===== src/rtl/bsg_fifo_pkt_arbiter.sv =====
// bsg_fifo_pkt_arbiter
//
// Round-robin, packet-locked arbiter that lets several on-chip packet
// sources share one host-bound receive FIFO slot of the AXI-Lite FIFO
// bridge. A requester is granted for exactly pkt_words_p words, so the
// words of different packets never interleave in the slot.
//
// Optional feature macro: BSG_FIFO_PKT_ARB_STATS_EN
//   defined   -> per-requester 32-bit completed-packet counters (wrapping)
//   undefined -> no counter flops, pkt_count_o tied to 0
//
// Ports
//   clk_i        : clock
//   reset_i      : asynchronous, active-high reset
//   req_v_i      : per-requester word valid
//   req_data_i   : per-requester word, requester i at [i*width_p +: width_p]
//   req_yumi_o   : per-requester dequeue (at most one bit set)
//   v_o, data_o  : output word valid / data toward the bridge slot
//   ready_i      : bridge slot ready
//   grant_id_o   : index of the locked requester (held while idle)
//   busy_o       : high while a packet is locked
//   last_o       : current output word is the last of its packet
//   pkt_count_o  : per-requester completed-packet counters, 32 bits each
module bsg_fifo_pkt_arbiter #(
  parameter int num_req_p   = 2,
  parameter int width_p     = 32,
  parameter int pkt_words_p = 4,
  localparam int id_w_lp    = (num_req_p   > 1) ? $clog2(num_req_p)   : 1,
  localparam int cnt_w_lp   = (pkt_words_p > 1) ? $clog2(pkt_words_p) : 1
) (
  input  logic                         clk_i,
  input  logic                         reset_i,
  input  logic [num_req_p-1:0]         req_v_i,
  input  logic [num_req_p*width_p-1:0] req_data_i,
  output logic [num_req_p-1:0]         req_yumi_o,
  output logic                         v_o,
  output logic [width_p-1:0]           data_o,
  input  logic                         ready_i,
  output logic [id_w_lp-1:0]           grant_id_o,
  output logic                         busy_o,
  output logic                         last_o,
  output logic [num_req_p*32-1:0]      pkt_count_o
);

  typedef enum logic {IDLE = 1'b0, LOCK = 1'b1} state_e;

  localparam logic [cnt_w_lp-1:0] cnt_last_lp = cnt_w_lp'(pkt_words_p - 1);

  state_e               state_q, state_d;
  logic [id_w_lp-1:0]   grant_q, grant_d;
  logic [id_w_lp-1:0]   last_q, last_d;
  logic [cnt_w_lp-1:0]  cnt_q, cnt_d;
  logic [id_w_lp-1:0]   pick;
  logic                 pick_found;
  logic                 xfer;
  logic                 last_word;
  logic [width_p-1:0]   data_arr [num_req_p];

  for (genvar gi = 0; gi < num_req_p; gi++) begin : g_unpack
    assign data_arr[gi] = req_data_i[gi*width_p +: width_p];
  end

  // Index reached by stepping d places upward from base, with wrap.
  function automatic logic [id_w_lp-1:0] rr_index(input logic [id_w_lp-1:0] base,
                                                  input int d);
    int s;
    s = int'(base) + d;
    return id_w_lp'(s % num_req_p);
  endfunction

  // Round-robin search starting just after the last completed grant;
  // d == num_req_p lands back on last_q, so a lone requester re-wins.
  always_comb begin
    pick       = last_q;
    pick_found = 1'b0;
    for (int d = 1; d <= num_req_p; d++) begin
      if (!pick_found && req_v_i[rr_index(last_q, d)]) begin
        pick       = rr_index(last_q, d);
        pick_found = 1'b1;
      end
    end
  end

  always_comb begin
    state_d    = state_q;
    grant_d    = grant_q;
    last_d     = last_q;
    cnt_d      = cnt_q;
    v_o        = 1'b0;
    xfer       = 1'b0;
    last_word  = 1'b0;
    req_yumi_o = '0;
    data_o     = data_arr[grant_q];
    unique case (state_q)
      IDLE: begin
        if (pick_found) begin
          grant_d = pick;
          cnt_d   = '0;
          state_d = LOCK;
        end
      end
      LOCK: begin
        v_o                 = req_v_i[grant_q];
        xfer                = v_o & ready_i;
        req_yumi_o[grant_q] = xfer;
        last_word           = (cnt_q == cnt_last_lp);
        if (xfer) begin
          if (last_word) begin
            last_d  = grant_q;
            cnt_d   = '0;
            state_d = IDLE;
          end else begin
            cnt_d = cnt_q + cnt_w_lp'(1);
          end
        end
      end
      default: state_d = IDLE;
    endcase
  end

  assign busy_o     = (state_q == LOCK);
  assign last_o     = last_word;
  assign grant_id_o = grant_q;

  always_ff @(posedge clk_i or posedge reset_i) begin
    if (reset_i) begin
      state_q <= IDLE;
      grant_q <= '0;
      last_q  <= id_w_lp'(num_req_p - 1);
      cnt_q   <= '0;
    end else begin
      state_q <= state_d;
      grant_q <= grant_d;
      last_q  <= last_d;
      cnt_q   <= cnt_d;
    end
  end

`ifdef BSG_FIFO_PKT_ARB_STATS_EN
  logic [31:0] pkt_cnt_q [num_req_p];
  logic [31:0] pkt_cnt_d [num_req_p];

  always_comb begin
    for (int i = 0; i < num_req_p; i++) begin
      pkt_cnt_d[i] = pkt_cnt_q[i];
      if (xfer && last_word && (grant_q == id_w_lp'(i))) begin
        pkt_cnt_d[i] = pkt_cnt_q[i] + 32'd1;
      end
    end
  end

  always_ff @(posedge clk_i or posedge reset_i) begin
    if (reset_i) begin
      for (int i = 0; i < num_req_p; i++) pkt_cnt_q[i] <= '0;
    end else begin
      for (int i = 0; i < num_req_p; i++) pkt_cnt_q[i] <= pkt_cnt_d[i];
    end
  end

  for (genvar gi = 0; gi < num_req_p; gi++) begin : g_pack
    assign pkt_count_o[gi*32 +: 32] = pkt_cnt_q[gi];
  end
`else
  assign pkt_count_o = '0;
`endif

endmodule


===== config.mk =====
export PLATFORM = sky130hd
export DESIGN_NAME = bsg_fifo_pkt_arbiter
export DESIGN_NICKNAME = d
export VERILOG_FILES = /design/src/rtl/bsg_fifo_pkt_arbiter.sv
export SDC_FILE = /design/constraint.sdc
export NUM_CORES = 1
export LEC_CHECK = 0
export ABC_AREA = 1
export BUFFER_PORTS_ARGS = -buffer_cell sky130_fd_sc_hd__buf_2
export CORE_AREA = 2 2 66 68
export CTS_CLUSTER_SIZE = 24
export DETAILED_ROUTE_END_ITERATION = 12
export DIE_AREA = 0 0 68 70
export HOLD_SLACK_MARGIN = 0.02
export PLACE_DENSITY = 0.8
export SLEW_MARGIN = 20
export SYNTH_ARGS = -nofsm -noshare
export SYNTH_HDL_FRONTEND = slang
export SYNTH_SLANG_ARGS = --single-unit

===== constraint.sdc =====
create_clock -name clk_i -period 3.2 [get_ports clk_i]
set_clock_uncertainty 0.05 [all_clocks]
set_input_delay 0.32 -clock clk_i [delete_from_list [all_inputs] [get_ports clk_i]]
set_output_delay 0.32 -clock clk_i [all_outputs]
set_load 0.05 [all_outputs]

# Word level (Yosys, flattened, before mapping)
# Cells that the tools add are included.
op_classes:
  addsub: 3
  muxes: 26
  eq_ne: 3
  bitwise_logic: 4
  reduce_logical: 6
  order_cmp: 5
op_table:
  columns: ["cell", "count"]
  rows:
  - ["$mux W32", 3]
  - ["$mux W1", 16]
  - ["$mux W2", 4]
  - ["$lt A1 B2 Y1 const B", 3]
  - ["$pmux W2 S2", 1]
  - ["$reduce_and A2 Y1", 2]
  - ["$reduce_and A3 Y1", 1]
  - ["$add A1 B1 Y1 const B", 2]
  - ["$add A2 B1 Y2 const B", 1]
  - ["$and A2 B2 Y2", 1]
  - ["$eq A2 B2 Y1 const B", 1]
  - ["$ge A2 B2 Y1 const B", 1]
  - ["$logic_and A1 B1 Y1", 2]
  - ["$ne A2 B1 Y1 const B", 1]
  - ["$ne A2 B2 Y1 const B", 1]
  - ["$not A1 Y2", 1]
  - ["$pmux W1 S2", 1]
  - ["$and A1 B1 Y1", 1]
  - ["$demux W1 S1", 1]
  - ["$ge A1 B1 Y1 const B", 1]
  - ["$logic_not A1 Y1", 1]
  - ["$not A1 Y1", 1]
totals:
  register_bits: 5
  wordCells: 51
  input_bits: 69
  out_inout_bits: 102

# Longest topological paths before layout
depth:
  depth_word: 9
  ltp_mapped: 7
  depth_no_buf: 6

# Worst setup path after synthesis
# No wires, ideal clock.
synth_timing:
  path_kind: "register to output"
  start: "reg grant_q (netlist: grant_id_o)"
  end: "out v_o"
  path_buffers: 1
  slack_ns: 1.133
  stages_incl_launch_ff: 4
  required_ns: 2.830
  t_arrival_ns: 1.697
  path_cell_list: "dfrtp_1 > buf_6 > nand2_2 > a21oi_1"
synth_via:
  elab_chain_cells: 3
synth_rtl:
  columns: ["item", "line_no", "rtl"]
  rows:
  - ["start: declaration", "50", "logic [id_w_lp-1:0] grant_q, grant_d;"]
  - ["start signal: assignment", "133", "grant_q <= grant_d;"]
  - ["$mux W1 (implied by the code) (2 in series)", "103", "v_o = req_v_i[grant_q];"]
  - ["$mux W1", "94", "unique case (state_q)"]
  - ["end: declaration", "36", "output logic v_o,"]
# Every way passes these cells. The select of a mux whose other input is x is not followed.

# Final worst setup path
# Ends and elaborated chain as after synthesis.

==> out/metrics.cfg <==
[floorplanning]
die_width_um=68
placeableCoreArea_sq_mm=0.00414
dieArea_sq_mm=0.00476
die_height_um=70
initial_utilization_pct=28.9
std_cell_rows=24
ios=171

[logic_synthesis]
synth_seq_cells=5
synth-seq-area-share_pct=10.5
ys.warnings.count=0
syn-mean-instance-area_sq_um=5.79
synth_cell_type_count=19
gate_count_post_synth=207
synthesized_cell_area_sq_mm=0.00120

[finish]
design.final.nets=382
final_core_utilization_pct=37.8
area_growth_pct=30.7
finalNonFillerCells=364
drive_above_1_share_pct=37.6

[detailed_routing]
firstDrtPassIters=4
final_antenna_net_count=0
routed-via-count=1345
drt_first_iter_violations=31
routed_wirelength_mm=3.15
wl_per_cell_um=8.65
drc=0
avgViaCountPerCell=3.70

[min_path]
timing.hold.worst.class=primary input to flip-flop
timing.hold.worst_path_depth=3

[run]
maxCapViolCount=0

[clocking]
cts_made_buffers=3
htree_num_levels=1
clock_tree.root_cell=sky130_fd_sc_hd__clkbuf_8
cts_tree=built
clock_latency_ps=230
path_clk_slew_ps=40
cts.sinks=5
cts_buffer_depth=2
ctsResizeCount=0

[power]
comb_power_share_pct=84.9
power_density_mw_per_mm2=1020
psw_mw=1.17
internal-power_mw=0.432
leakage_nw=1.12
seqPwrFrac_pct=7.5
swShare_pct=73.0
power.ir.vdd_worst_mv=0.599
clockPowerShare_pct=7.6

[place]
preCtsSetupSlack_ps=1500
place_hpwl_mm=2.65
placement.io_buffers=106
placedCellCount=358
place_congestion=0.782

[global_routing]
met1_usage_pct=13.1
grt_use_total_pct=12.1
initial_antenna_violation_count=1
grt.busiest_layer=met2
global_route_wire_length_before_repair_mm=4.62
grt.overflow.total=0
first_global_vias=1120
met3_global_route_usage_pct=3.06
grt_max_degree=34
groute.layer.met2.usage_pct=21.4

[worst_setup_path]
startpoint_type=flip-flop
crit_fanout=33
worst_r2r_path_depth=6
required_ps=2830
crit_path_end_kind=output pin
critical_path_arrival_ps=1560
path_class=flip-flop to output pin

[timing]
final.min_clock_period_ps=1930
fin_crit_sh_pct=60.2
hold-worst-slack_ps=349
rsz0062_at_grt=no
timing_max_transition_violations_final=0
tns_ps=0
timing.fmax_mhz=519
hold_viol_final=0
timing.final.setup_violations=0
final_critical_path_setup_slack_ps=1270

[outcome]
outcome=finished clean

path summary, 6_finish.rpt:
path	startpoint	endpoint	slack, ps
max in group asynchronous	reset_i	last_q	2360
min in group asynchronous	reset_i	busy_o	490
worst min register to register	last_q	last_q	410
worst max register to register	grant_id_o	cnt_q[1]	1860
worst min-delay path	req_v_i[1]	grant_id_o	350
worst max-delay path	grant_id_o	v_o	1270
cells in the mapped netlist:
library cell | count | area share, %
sky130_fd_sc_hd__nand3b_1 | 1 | 0.63
sky130_fd_sc_hd__nand2_1 | 107 | 34
sky130_fd_sc_hd__conb_1 | 1 | 0.31
sky130_fd_sc_hd__nand2_4 | 2 | 1.9
sky130_fd_sc_hd__nor2_1 | 3 | 0.94
sky130_fd_sc_hd__buf_2 | 3 | 1.3
sky130_fd_sc_hd__nand3_1 | 4 | 1.7
sky130_fd_sc_hd__dfrtp_1 | 4 | 8.4
sky130_fd_sc_hd__inv_4 | 1 | 0.52
sky130_fd_sc_hd__buf_4 | 67 | 42
sky130_fd_sc_hd__ha_1 | 1 | 1.0
sky130_fd_sc_hd__a21oi_1 | 1 | 0.42
sky130_fd_sc_hd__dfstp_2 | 1 | 2.2
sky130_fd_sc_hd__o21ai_1 | 1 | 0.42
sky130_fd_sc_hd__nand3_2 | 1 | 0.84
sky130_fd_sc_hd__inv_1 | 5 | 1.6
sky130_fd_sc_hd__buf_6 | 1 | 0.94
sky130_fd_sc_hd__nand2_2 | 2 | 1.0
sky130_fd_sc_hd__nand4_1 | 1 | 0.52
through the flow:
step	cell area, sq um	power [mW]
after floorplan	1440	1.31
after global placement	1510	1.48
after detailed placement	1510	1.49
after CTS	1560	1.61
after global routing	1560	1.71
final	1570	1.60
power groups by stage:
stage	logic (mW)	clock network, mW	registers, mW
after floorplan	1.18	0	0.130
after global placement	1.36	0	0.117
after detailed placement	1.37	0	0.121
after CTS	1.37	0.123	0.120
after global routing	1.46	0.127	0.124
final	1.36	0.121	0.120
layout by cell type (no fill, tap or decap), types with 2 or more instances in the layout:
master and count:
sky130_fd_sc_hd__nand2_2 2, sky130_fd_sc_hd__nand3_1 4, sky130_fd_sc_hd__conb_1 64, sky130_fd_sc_hd__inv_1 5
sky130_fd_sc_hd__nand2_4 2, sky130_fd_sc_hd__dfrtp_1 4, sky130_fd_sc_hd__buf_2 106, sky130_fd_sc_hd__nand2_1 107
sky130_fd_sc_hd__nor2_1 3, sky130_fd_sc_hd__clkbuf_8 3
per-layer routing:
metal | up-vias | wire length (um)
li1 | 700 | -
met1 | 553 | 1180
met2 | 86 | 1560
met3 | 4 | 377
met4 | 2 | 25
met5 | - | 13
critical path: stages, from the launching register on:
cell and delay (ps):
sky130_fd_sc_hd__dfrtp_1 490, sky130_fd_sc_hd__inv_4 320, sky130_fd_sc_hd__nand2_4 100, sky130_fd_sc_hd__a21oi_1 140
sky130_fd_sc_hd__buf_2 280
registers in the layout (all words and copies together) (netlist names):
| name | cells |
|---|---|
| grant_id_o | 1 |
| cnt_q | 2 |
| last_q | 1 |
| busy_o | 1 |
layout make-up:
type | count | area, sq um
well taps | 52 | 65.1
diodes | 1 | 2.50
flip-flops and latches | 5 | 126
repair buffers | 108 | 548
clock buffers | 4 | 45.0
multi-input cells | 188 | 754
inverters | 6 | 25.0
fillers | 452 | 2580
repair_timing:
| action | in CTS | in global routing |
|---|---|---|
| hold buffers | 1 | 0 |
| setup buffers | 0 | 0 |
| hold endpoints to repair | 4 | 0 |
kinds of logic (layout without fill, tap and decap cells):
family,count (synthesis),after routing,share of synthesized area (%)
AO/OA/AOI/OAI,2,2,0.834
adder cells (fa/ha/maj),1,1,1.04
buffers and inverters,77,118,46.2
flip-flops,5,5,10.5
other,1,65,0.313
AND/OR/NAND/NOR,121,121,41.0
Power figures use the tool's default switching activity.
